### src/rtl/mips_pkg.sv
// Shared types and constants for the program loader: FSM state encoding,
// default program-length limit and byte/word widths.
package mips_pkg;

  localparam int unsigned BYTE_W        = 8;
  localparam int unsigned WORD_W        = 32;
  localparam int unsigned BYTES_PER_W   = WORD_W / BYTE_W;
  localparam int unsigned MAX_WORDS_DEF = 256;

  typedef enum logic [2:0] {
    ST_IDLE = 3'd0,
    ST_HDR  = 3'd1,
    ST_LOAD = 3'd2,
    ST_CHK  = 3'd3,
    ST_DONE = 3'd4,
    ST_ERR  = 3'd5
  } loader_state_t;

endpackage

### src/rtl/prog_loader_byte_packer.sv
// byte_packer: assembles accepted bytes big-endian into 32-bit words and
// pulses word_valid for one cycle after the fourth byte of each word.
module byte_packer
  import mips_pkg::*;
(
  input  logic              clk,
  input  logic              rst,
  input  logic              clr,
  input  logic              byte_en,
  input  logic [BYTE_W-1:0] byte_in,
  output logic              word_valid,
  output logic [WORD_W-1:0] word_out
);

  logic [1:0]        cnt_q, cnt_d;
  logic [WORD_W-1:0] sr_q, sr_d;
  logic              wv_q, wv_d;

  always_comb begin
    cnt_d = cnt_q;
    sr_d  = sr_q;
    wv_d  = 1'b0;
    if (clr) begin
      cnt_d = '0;
    end else if (byte_en) begin
      // Shifting left puts the first byte of a group in bits [31:24].
      sr_d  = {sr_q[WORD_W-BYTE_W-1:0], byte_in};
      cnt_d = cnt_q + 2'd1;
      wv_d  = (cnt_q == 2'd3);
    end
  end

  always_ff @(posedge clk or posedge rst) begin
    if (rst) begin
      cnt_q <= '0;
      sr_q  <= '0;
      wv_q  <= 1'b0;
    end else begin
      cnt_q <= cnt_d;
      sr_q  <= sr_d;
      wv_q  <= wv_d;
    end
  end

  assign word_valid = wv_q;
  assign word_out   = sr_q;

endmodule

### src/rtl/prog_loader.sv
// Byte-stream program loader: header length word, N instruction words written
// to imem, optional trailing XOR checksum (define PROG_LOADER_CHECKSUM_EN).
module prog_loader
  import mips_pkg::*;
#(
  parameter int unsigned MAX_WORDS = MAX_WORDS_DEF,
  parameter logic [31:0] BASE_ADDR = 32'h0000_0000
) (
  input  logic        clk,
  input  logic        rst,
  input  logic        start,
  input  logic        in_valid,
  input  logic [7:0]  in_data,
  output logic        in_ready,
  output logic        imem_we,
  output logic [31:0] imem_addr,
  output logic [31:0] imem_wdata,
  output logic        core_rst,
  output logic        busy,
  output logic        done,
  output logic        error,
  output logic [15:0] words_loaded
);

  loader_state_t state_q, state_d;
  logic [31:0]   len_q, len_d;
  logic [15:0]   wl_q, wl_d;
  logic [31:0]   addr_q, addr_d;
  logic          pk_clr;
  logic          word_valid;
  logic [31:0]   word;
  logic          accept;
  logic [31:0]   wl_next;

`ifdef PROG_LOADER_CHECKSUM_EN
  localparam loader_state_t FIN_ST = ST_CHK;
  logic [31:0] xor_q, xor_d;
`else
  localparam loader_state_t FIN_ST = ST_DONE;
`endif

  assign busy     = (state_q == ST_HDR) || (state_q == ST_LOAD) || (state_q == ST_CHK);
  assign done     = (state_q == ST_DONE);
  assign error    = (state_q == ST_ERR);
  assign core_rst = (state_q != ST_DONE);
  // Stream is held off while a completed word is being consumed.
  assign in_ready = busy && !word_valid;
  assign accept   = in_valid && in_ready;
  assign wl_next  = {16'h0000, wl_q} + 32'd1;

  byte_packer u_packer (
    .clk        (clk),
    .rst        (rst),
    .clr        (pk_clr),
    .byte_en    (accept),
    .byte_in    (in_data),
    .word_valid (word_valid),
    .word_out   (word)
  );

  always_comb begin
    state_d = state_q;
    len_d   = len_q;
    wl_d    = wl_q;
    addr_d  = addr_q;
    pk_clr  = 1'b0;
    imem_we = 1'b0;
`ifdef PROG_LOADER_CHECKSUM_EN
    xor_d   = xor_q;
`endif
    case (state_q)
      ST_IDLE, ST_DONE, ST_ERR: begin
        if (start) begin
          state_d = ST_HDR;
          wl_d    = '0;
          addr_d  = BASE_ADDR;
          pk_clr  = 1'b1;
`ifdef PROG_LOADER_CHECKSUM_EN
          xor_d   = '0;
`endif
        end
      end
      ST_HDR: begin
        if (word_valid) begin
          len_d = word;
          if (word > MAX_WORDS)
            state_d = ST_ERR;
          else if (word == 32'd0)
            state_d = FIN_ST;
          else
            state_d = ST_LOAD;
        end
      end
      ST_LOAD: begin
        if (word_valid) begin
          imem_we = 1'b1;
          wl_d    = wl_q + 16'd1;
          addr_d  = addr_q + 32'd4;
`ifdef PROG_LOADER_CHECKSUM_EN
          xor_d   = xor_q ^ word;
`endif
          if (wl_next == len_q)
            state_d = FIN_ST;
        end
      end
`ifdef PROG_LOADER_CHECKSUM_EN
      ST_CHK: begin
        if (word_valid)
          state_d = (word == xor_q) ? ST_DONE : ST_ERR;
      end
`endif
      default: state_d = ST_IDLE;
    endcase
  end

  always_ff @(posedge clk or posedge rst) begin
    if (rst) begin
      state_q <= ST_IDLE;
      len_q   <= '0;
      wl_q    <= '0;
      addr_q  <= BASE_ADDR;
`ifdef PROG_LOADER_CHECKSUM_EN
      xor_q   <= '0;
`endif
    end else begin
      state_q <= state_d;
      len_q   <= len_d;
      wl_q    <= wl_d;
      addr_q  <= addr_d;
`ifdef PROG_LOADER_CHECKSUM_EN
      xor_q   <= xor_d;
`endif
    end
  end

  assign imem_addr    = addr_q;
  assign imem_wdata   = word;
  assign words_loaded = wl_q;

endmodule

### config.mk
export PLATFORM = sky130hd
export DESIGN_NAME = prog_loader
export DESIGN_NICKNAME = d
export VERILOG_FILES = /design/src/rtl/mips_pkg.sv /design/src/rtl/prog_loader_byte_packer.sv /design/src/rtl/prog_loader.sv
export SDC_FILE = /design/constraint.sdc
export NUM_CORES = 1
export LEC_CHECK = 0
export CAP_MARGIN = 20
export CORE_MARGIN = 1
export CORE_UTILIZATION = 48
export CTS_BUF_LIST = sky130_fd_sc_hd__clkbuf_8 sky130_fd_sc_hd__clkbuf_16
export DETAILED_ROUTE_END_ITERATION = 12
export PLACE_DENSITY = 0.76
export SYNTH_ARGS = -nofsm -noshare
export SYNTH_HDL_FRONTEND = slang
export SYNTH_SLANG_ARGS = --single-unit
export TNS_END_PERCENT = 1
### constraint.sdc
create_clock -name clk -period 3.45 [get_ports clk]
set_input_delay 0.345 -clock clk [delete_from_list [all_inputs] [get_ports clk]]
set_output_delay 0.345 -clock clk [all_outputs]
set_load 0.03 [all_outputs]
==> results.md, run 1 <==
- Final period util: 0.8033
- Initial antenna violation count: 0
- Top Ports: 98
- Root Driver: clkbuf_16
- Data arrival, critical path: 2430 ps
- Crit path largest cell delay: 730 ps
- Initial core utilization: 0.4976
- Most instantiated library cell after synthesis: dfrtp_1
- TNS Setup: 0 ps
- Endpoints failing setup: 0
- Share of cells above drive strength 1: 0.1820
- Number of max-cap violations: 0
- Wire per inst: 18.20 µm
- Largest net degree at the start of global routing: 57
- Number of synthesized register bits: 116
- Worst rel slew slack: 0.3042
- Design area: 0.007518 mm²
- Fin nets: 645
- Core area: 0.01156 mm²
- Area post-placement: 0.006832 mm²
- Max FO, Critical Path: 7
- Gpl congestion: 0.8726
- Via Count: 4631
- First-pass DRT Iterations: 12
- Mean post-synth cell area: 10.74 µm²
- Clk sinks: 116
- Crit-path cells: nand2b_1 -> nor2_1 -> nand2_1 -> inv_1 -> clkdlybuf4s50_1
- Failing checks: DRC
- Yosys warning total: 0
- Worst min path class: in2async
- Post-Syn Area: 0.005754 mm²
- R2r worst-path depth: 6
- Area contributors post-synth: dfrtp_1 (50%), mux2_2 (13%), xnor2_1 (4.1%)
- Row count: 39
- # DRC: 7
- Total CTS buffers: 17
- DP HPWL: 9818 µm
- Overflow after GRT: 0
- Hold Vio Cnt, Final: 0
- Fraction of registers with async set/reset: 1.000
- Worst VDD drop: 0.0007594 V
- Post-CTS sizing: 0
- CTS Hold Bufs: 0
- Sequential area share after synthesis: 0.5045
- CTS tree: done
- CP Class: reg2out
- Diodes inserted: 0
- Slew @ Worst Pin: 1043 ps
- Tot GR Track Use: 0.2500
- Main synth FF type: dfrtp_1
- Width of the die: 111.5 µm
- Yosys cell types: 54
- Die Area: 0.01243 mm²
- Postcts setup bufs: 0
- Pwr/cell area: 931.6 mW/mm²
- CP Capture Type: output port
- Final wirelength: 14310 µm
- Post-synth EDFFs: 0
- Status: finished, violations left
- Share of the synthesized area in the top cell type: 0.5045
- Clock skew: 4.264 ps
- P_leak: 3.071 nW
- Vias in the first global route: 4630
- Post-synth top area cell: dfrtp_1
- Initial DRC Count: 393
- H-tree levels: 4
- Mapped Cells: 536
- Reg clk slew, reported paths: 60 ps
- ANT nets after route: 0
- Clock period minus worst slack: 2771 ps
- Crit path launch type: flop
- RSZ-0062 raised after global routing: no
- Port Buffers: 95
- Area delta synth->final: 30.66%
- WP data required: 3110 ps
- Worst-skew pair later-pin latency: 420 ps
- First-pass GRT wire length: 24230 µm
- Final Max Slew Viols: 0
- Clk buf depth: 2
- Die H: 111.5 µm
- Vias per inst: 5.892
- Fmax: 0.3608 GHz
- Slowest stage cell, crit path: clkdlybuf4s50_1
- Most frequent cells after synthesis: dfrtp_1 (116), mux2_2 (65), nor2_1 (44)
## placed cells by master (no fill, tap or decap), drive strengths merged, types with 4 or more instances in the layout
cell / netlist / layout
dfrtp: 116 / 116
clkdlybuf4s50: 0 / 95
mux2: 65 / 65
nor2: 44 / 44
nand2: 39 / 39
o21ai: 28 / 28
xnor2: 27 / 27
nor4: 21 / 21
clkbuf: 16 / 17
inv: 15 / 16
a21oi: 16 / 16
nor3: 14 / 14
nand4: 14 / 14
xor2: 12 / 12
nand3: 12 / 12
and3: 10 / 10
or3: 9 / 9
o31ai: 8 / 8
buf: 13 / 8
bufinv: 0 / 7
or4: 5 / 5
and4: 5 / 5
clkinv: 0 / 5
o211ai: 4 / 4
o2111ai: 4 / 4
a211oi: 4 / 4
## flip-flops by register name, indices dropped and copies added (netlist names)
signal and flops:
words_loaded 16, imem_addr 30, u_packer.word_valid 1, u_packer.word_out 32, len_q 32, u_packer.cnt_q 2, state_q 3
## metrics by stage
step	setup slack, ps	hold slack (ps)	util	power, mW	std cells
3_3_place_gp	816.0	468.9	0.5907	4.861	754
5_1_grt	525.0	450.2	0.6501	7.336	786
2_1_floorplan	32.59	455.0	-	3.970	537
4_1_cts	656.1	408.4	0.6501	7.030	786
6_report	678.7	380.4	0.6501	7.004	786
3_5_place_dp	728.7	488.2	0.5907	4.933	754
## routing by layer
layer / GRT usage / up-vias / routed length (µm)
li1: - / 2141 / -
met1: 0.3241 / 2247 / 6056
met2: 0.3983 / 211 / 6908
met3: 0.06641 / 32 / 1014
met4: 0.1045 / 0 / 330
met5: 0 / - / 0
## cell families after synthesis
kind of cell,after synthesis,synth area share
AO/OA/AOI/OAI,81,0.09067
XOR/XNOR,39,0.05936
adder cells (fa/ha/maj),3,0.006524
buffers and inverters,44,0.03218
flip-flops,116,0.5045
multiplexers,67,0.1307
other,1,0.0006517
AND/OR/NAND/NOR,185,0.1755
## path summary, 6_finish.rpt
check,from,to,slack (ps)
setup reg to reg,state_q[2],imem_addr[29],870
max in group asynchronous,rst,words_loaded[14],2310
hold reg to reg,u_packer.cnt_q[0],u_packer.cnt_q[0],500
min in group clk,u_packer.cnt_q[0],u_packer.cnt_q[0],500
setup / recovery,state_q[0],imem_we,680
hold / removal,rst,u_packer.word_out[31],380
## report_power, final
part,internal [mW],switching [mW]
logic,1.18,1.28
registers,1.84,0.652
clock network,1.42,0.625
total,4.45,2.56
## worst max-delay path, delay by kind of cell (launching register included)
family        cells  cell delay, ps
buf+inv           2             980
simple gates      3             560
flops             1             470
## area by class of cell
| type | instances | area [µm²] |
|---|---|---|
| Inverter | 15 | 58.81 |
| Multi-Input combinational cell | 377 | 2680 |
| Clock buffer | 17 | 425.4 |
| Fill cell | 876 | 4046 |
| Timing Repair Buffer | 103 | 1011 |
| Clock inverter | 15 | 261.5 |
| Sequential cell | 116 | 2903 |
| Tap cell | 143 | 178.9 |
(Power assumes the default switching activity.)
==> run 2: changes to the inputs <==
--- a/config.mk
+++ b/config.mk
@@ -7,7 +7,7 @@
 export LEC_CHECK = 0
 export CAP_MARGIN = 20
 export CORE_MARGIN = 1
-export CORE_UTILIZATION = 48
+export CORE_UTILIZATION = 50
 export CTS_BUF_LIST = sky130_fd_sc_hd__clkbuf_8 sky130_fd_sc_hd__clkbuf_16
 export DETAILED_ROUTE_END_ITERATION = 12
 export PLACE_DENSITY = 0.76
==> constraint.sdc (replaced) <==
create_clock -name clk -period 2.8 [get_ports clk]
set_input_delay 0.28 -clock clk [delete_from_list [all_inputs] [get_ports clk]]
set_output_delay 0.28 -clock clk [all_outputs]
set_load 0.03 [all_outputs]
==> run 2 against run 1 <==
  * The run now ends clean
  * Clock power rose by 6%
  * Sequential share of layout area rose by 0.25 points
  * Highest routed layer unchanged
  * Via count rose by 0.11%
  * Critical endpoint unchanged
==> results.md, run 2 (synthesis results as in run 1) <==
- Width of the die: 109.3 µm (-2.0%)
- Clock period minus worst slack: 2570 ps
- Most frequent cells in the layout: dfrtp_1 (116), clkdlybuf4s50_1 (95), mux2_2 (65)
- Utilization after layout: 0.6773 (+0.02718)
- Slew @ Worst Pin: 833.8 ps (-208.9 ps)
- CTS Hold Bufs: 0 (unchanged)
- CP Class: reg2out
- Tot GR Track Use: 0.2643 (+0.01425)
- ANT nets after route: 0 (unchanged)
- Fmax: 0.3891 GHz
- CP delay by family, top: buffers and inverters
- Largest net degree at the start of global routing: 61 (+7.0%)
- Clk buf depth: 2 (unchanged)
- CTS tree: done
- Vias in the first global route: 4599 (-0.67%)
- Number of cells in the finished layout apart from fillers: 787 (+0.13%)
- Worst VDD drop: 0.0008317 V (+9.5%)
- Area delta synth->final: 29.83%
- Data arrival, critical path: 2290 ps (-140 ps)
- Worst min path class: in2async
- Endpoints failing setup: 0 (unchanged)
- Top Ports: 98 (unchanged)
- Capturing point of the worst reg2reg path: state_q[1]
- Final Hold Slack: 191.4 ps (-189.0 ps)
- Clock skew: 6.795 ps (+2.531 ps)
- Final period util: 0.9178
- Gpl congestion: 0.8604 (-1.4%)
- First-pass GRT wire length: 23630 µm (-2.4%)
- Status: finished, final reports clean
- Diodes inserted: 0 (unchanged)
- Crit path largest cell delay: 740 ps (about the same)
- R2R Path Start: words_loaded[0]
- First-pass DRT Iterations: 5 (-7)
- Commonest non-fill, non-tap cell in the layout: dfrtp_1
- Via Count: 4636 (+0.11%)
- Crit path launch type: flop
- H-tree levels: 4 (unchanged)
- Core area: 0.01103 mm² (-4.6%)
- Number of max-cap violations: 0 (unchanged)
- Met1 WL: 6247 µm (+3.2%)
- WP buf/inv: 2 (unchanged)
- Root Driver: clkbuf_16
- Postcts setup bufs: 0 (unchanged)
- WP data required: 2520 ps (-590 ps)
- WL met2: 7065 µm (+2.3%)
- Vias per inst: 5.891 (about the same)
- Die H: 109.3 µm (-2.0%)
- Port Buffers: 95 (unchanged)
- P_leak: 3.054 nW (-0.57%)
- Fillers: 837 (-4.5%)
- Flop2flop setup slack: 250 ps (-620 ps)
- Post-CTS sizing: 0 (unchanged)
- Worst rel slew slack: 0.4390 (+0.1349)
- Initial core utilization: 0.5217 (+0.02410)
- Initial antenna violation count: 0 (unchanged)
- Clk sinks: 116 (unchanged)
- Placed insts: 755 (+0.13%)
- Row count: 38 (-2.6%)
- Worst-skew pair later-pin latency: 420 ps (about the same)
- Pwr/cell area: 1111 mW/mm² (+19%)
- Final Max Slew Viols: 0 (unchanged)
- Detail Route met3 WL: 814 µm (-20%)
- # DRC: 0 (-7)
- RSZ-0062 raised after global routing: no
- Slowest stage cell, crit path: clkdlybuf4s50_1
- Share of cells above drive strength 1: 0.1855 (+0.003512)
- Total CTS buffers: 17 (unchanged)
- Hold Vio Cnt, Final: 0 (unchanged)
- CP Capture Type: output port
- TNS Setup: 0 ps (unchanged)
- Top Metal Used: met4
- Crit-path cells: nand2b_1 -> nor2_1 -> nand2_1 -> inv_1 -> clkdlybuf4s50_1
- Final wirelength: 14510 µm (+1.4%)
- R2r worst-path depth: 7 (+1)
- DP HPWL: 9930 µm (+1.1%)
- Overflow after GRT: 0 (unchanged)
- Design Power: 8.303 mW (+19%)
- Initial DRC Count: 342 (-13%)
- Wire per inst: 18.44 µm (+1.3%)
- Die Area: 0.01194 mm² (-3.9%)
- Fin nets: 649 (+0.62%)
- Max FO, Critical Path: 10 (+3)
- Reg clk slew, reported paths: 50 ps (about the same)
==> run 2: power breakdown <==
part	leakage (nW)	internal, mW	switching, mW
logic	1.29	1.48	1.59
clock network	0.297	1.41	0.745
registers	1.47	2.27	0.810
total	3.05	5.16	3.15
==> run 2: cell type report <==
cell class	instances	area [µm²]	area share
sequential	116	2903	0.3885
multi-input combinational	377	2680	0.3587
timing repair buffer	107	1054	0.1410
clock buffer	22	494.2	0.06615
tap	140	175.2	0.02345
clock inverter	10	105.1	0.01407
inverter	15	60.06	0.008039
==> run 2: routing by layer <==
metal  up-vias  global-route usage
met3        32             0.06695
met2       162              0.4272
li1       2149                   -
met1      2293              0.3368
met4         0              0.1124
met5         -                   0
==> run 2: worst max path at each step <==
stage	slack, ps	endpoint	cells past startpoint	startpoint
2_1_floorplan	230	u_packer.word_out[0]	7	state_q[1]
3_3_place_gp	430	state_q[1]	7	words_loaded[0]
3_5_place_dp	320	state_q[1]	7	words_loaded[0]
4_1_cts	240	imem_we	5	state_q[1]
5_1_grt	80	state_q[1]	7	words_loaded[0]
6_report	230	imem_we	5	state_q[1]
==> run 2: metrics by stage <==
stage	instance area [µm²]	worst slack, ps
after floorplan	5762	225.4
after global placement	6872	432.7
after detailed placement	6872	319.3
after CTS	7471	236.0
after global routing	7471	77.56
final	7471	230.2
==> run 3: changes to the inputs <==
--- a/config.mk
+++ b/config.mk
@@ -11,6 +11,7 @@
 export CTS_BUF_LIST = sky130_fd_sc_hd__clkbuf_8 sky130_fd_sc_hd__clkbuf_16
 export DETAILED_ROUTE_END_ITERATION = 12
 export PLACE_DENSITY = 0.76
+export SKIP_LAST_GASP = 1
 export SYNTH_ARGS = -nofsm -noshare
 export SYNTH_HDL_FRONTEND = slang
 export SYNTH_SLANG_ARGS = --single-unit
==> results of run 3 <==
Same layout as run 2: the final DEF is identical, and so are final timing and power.
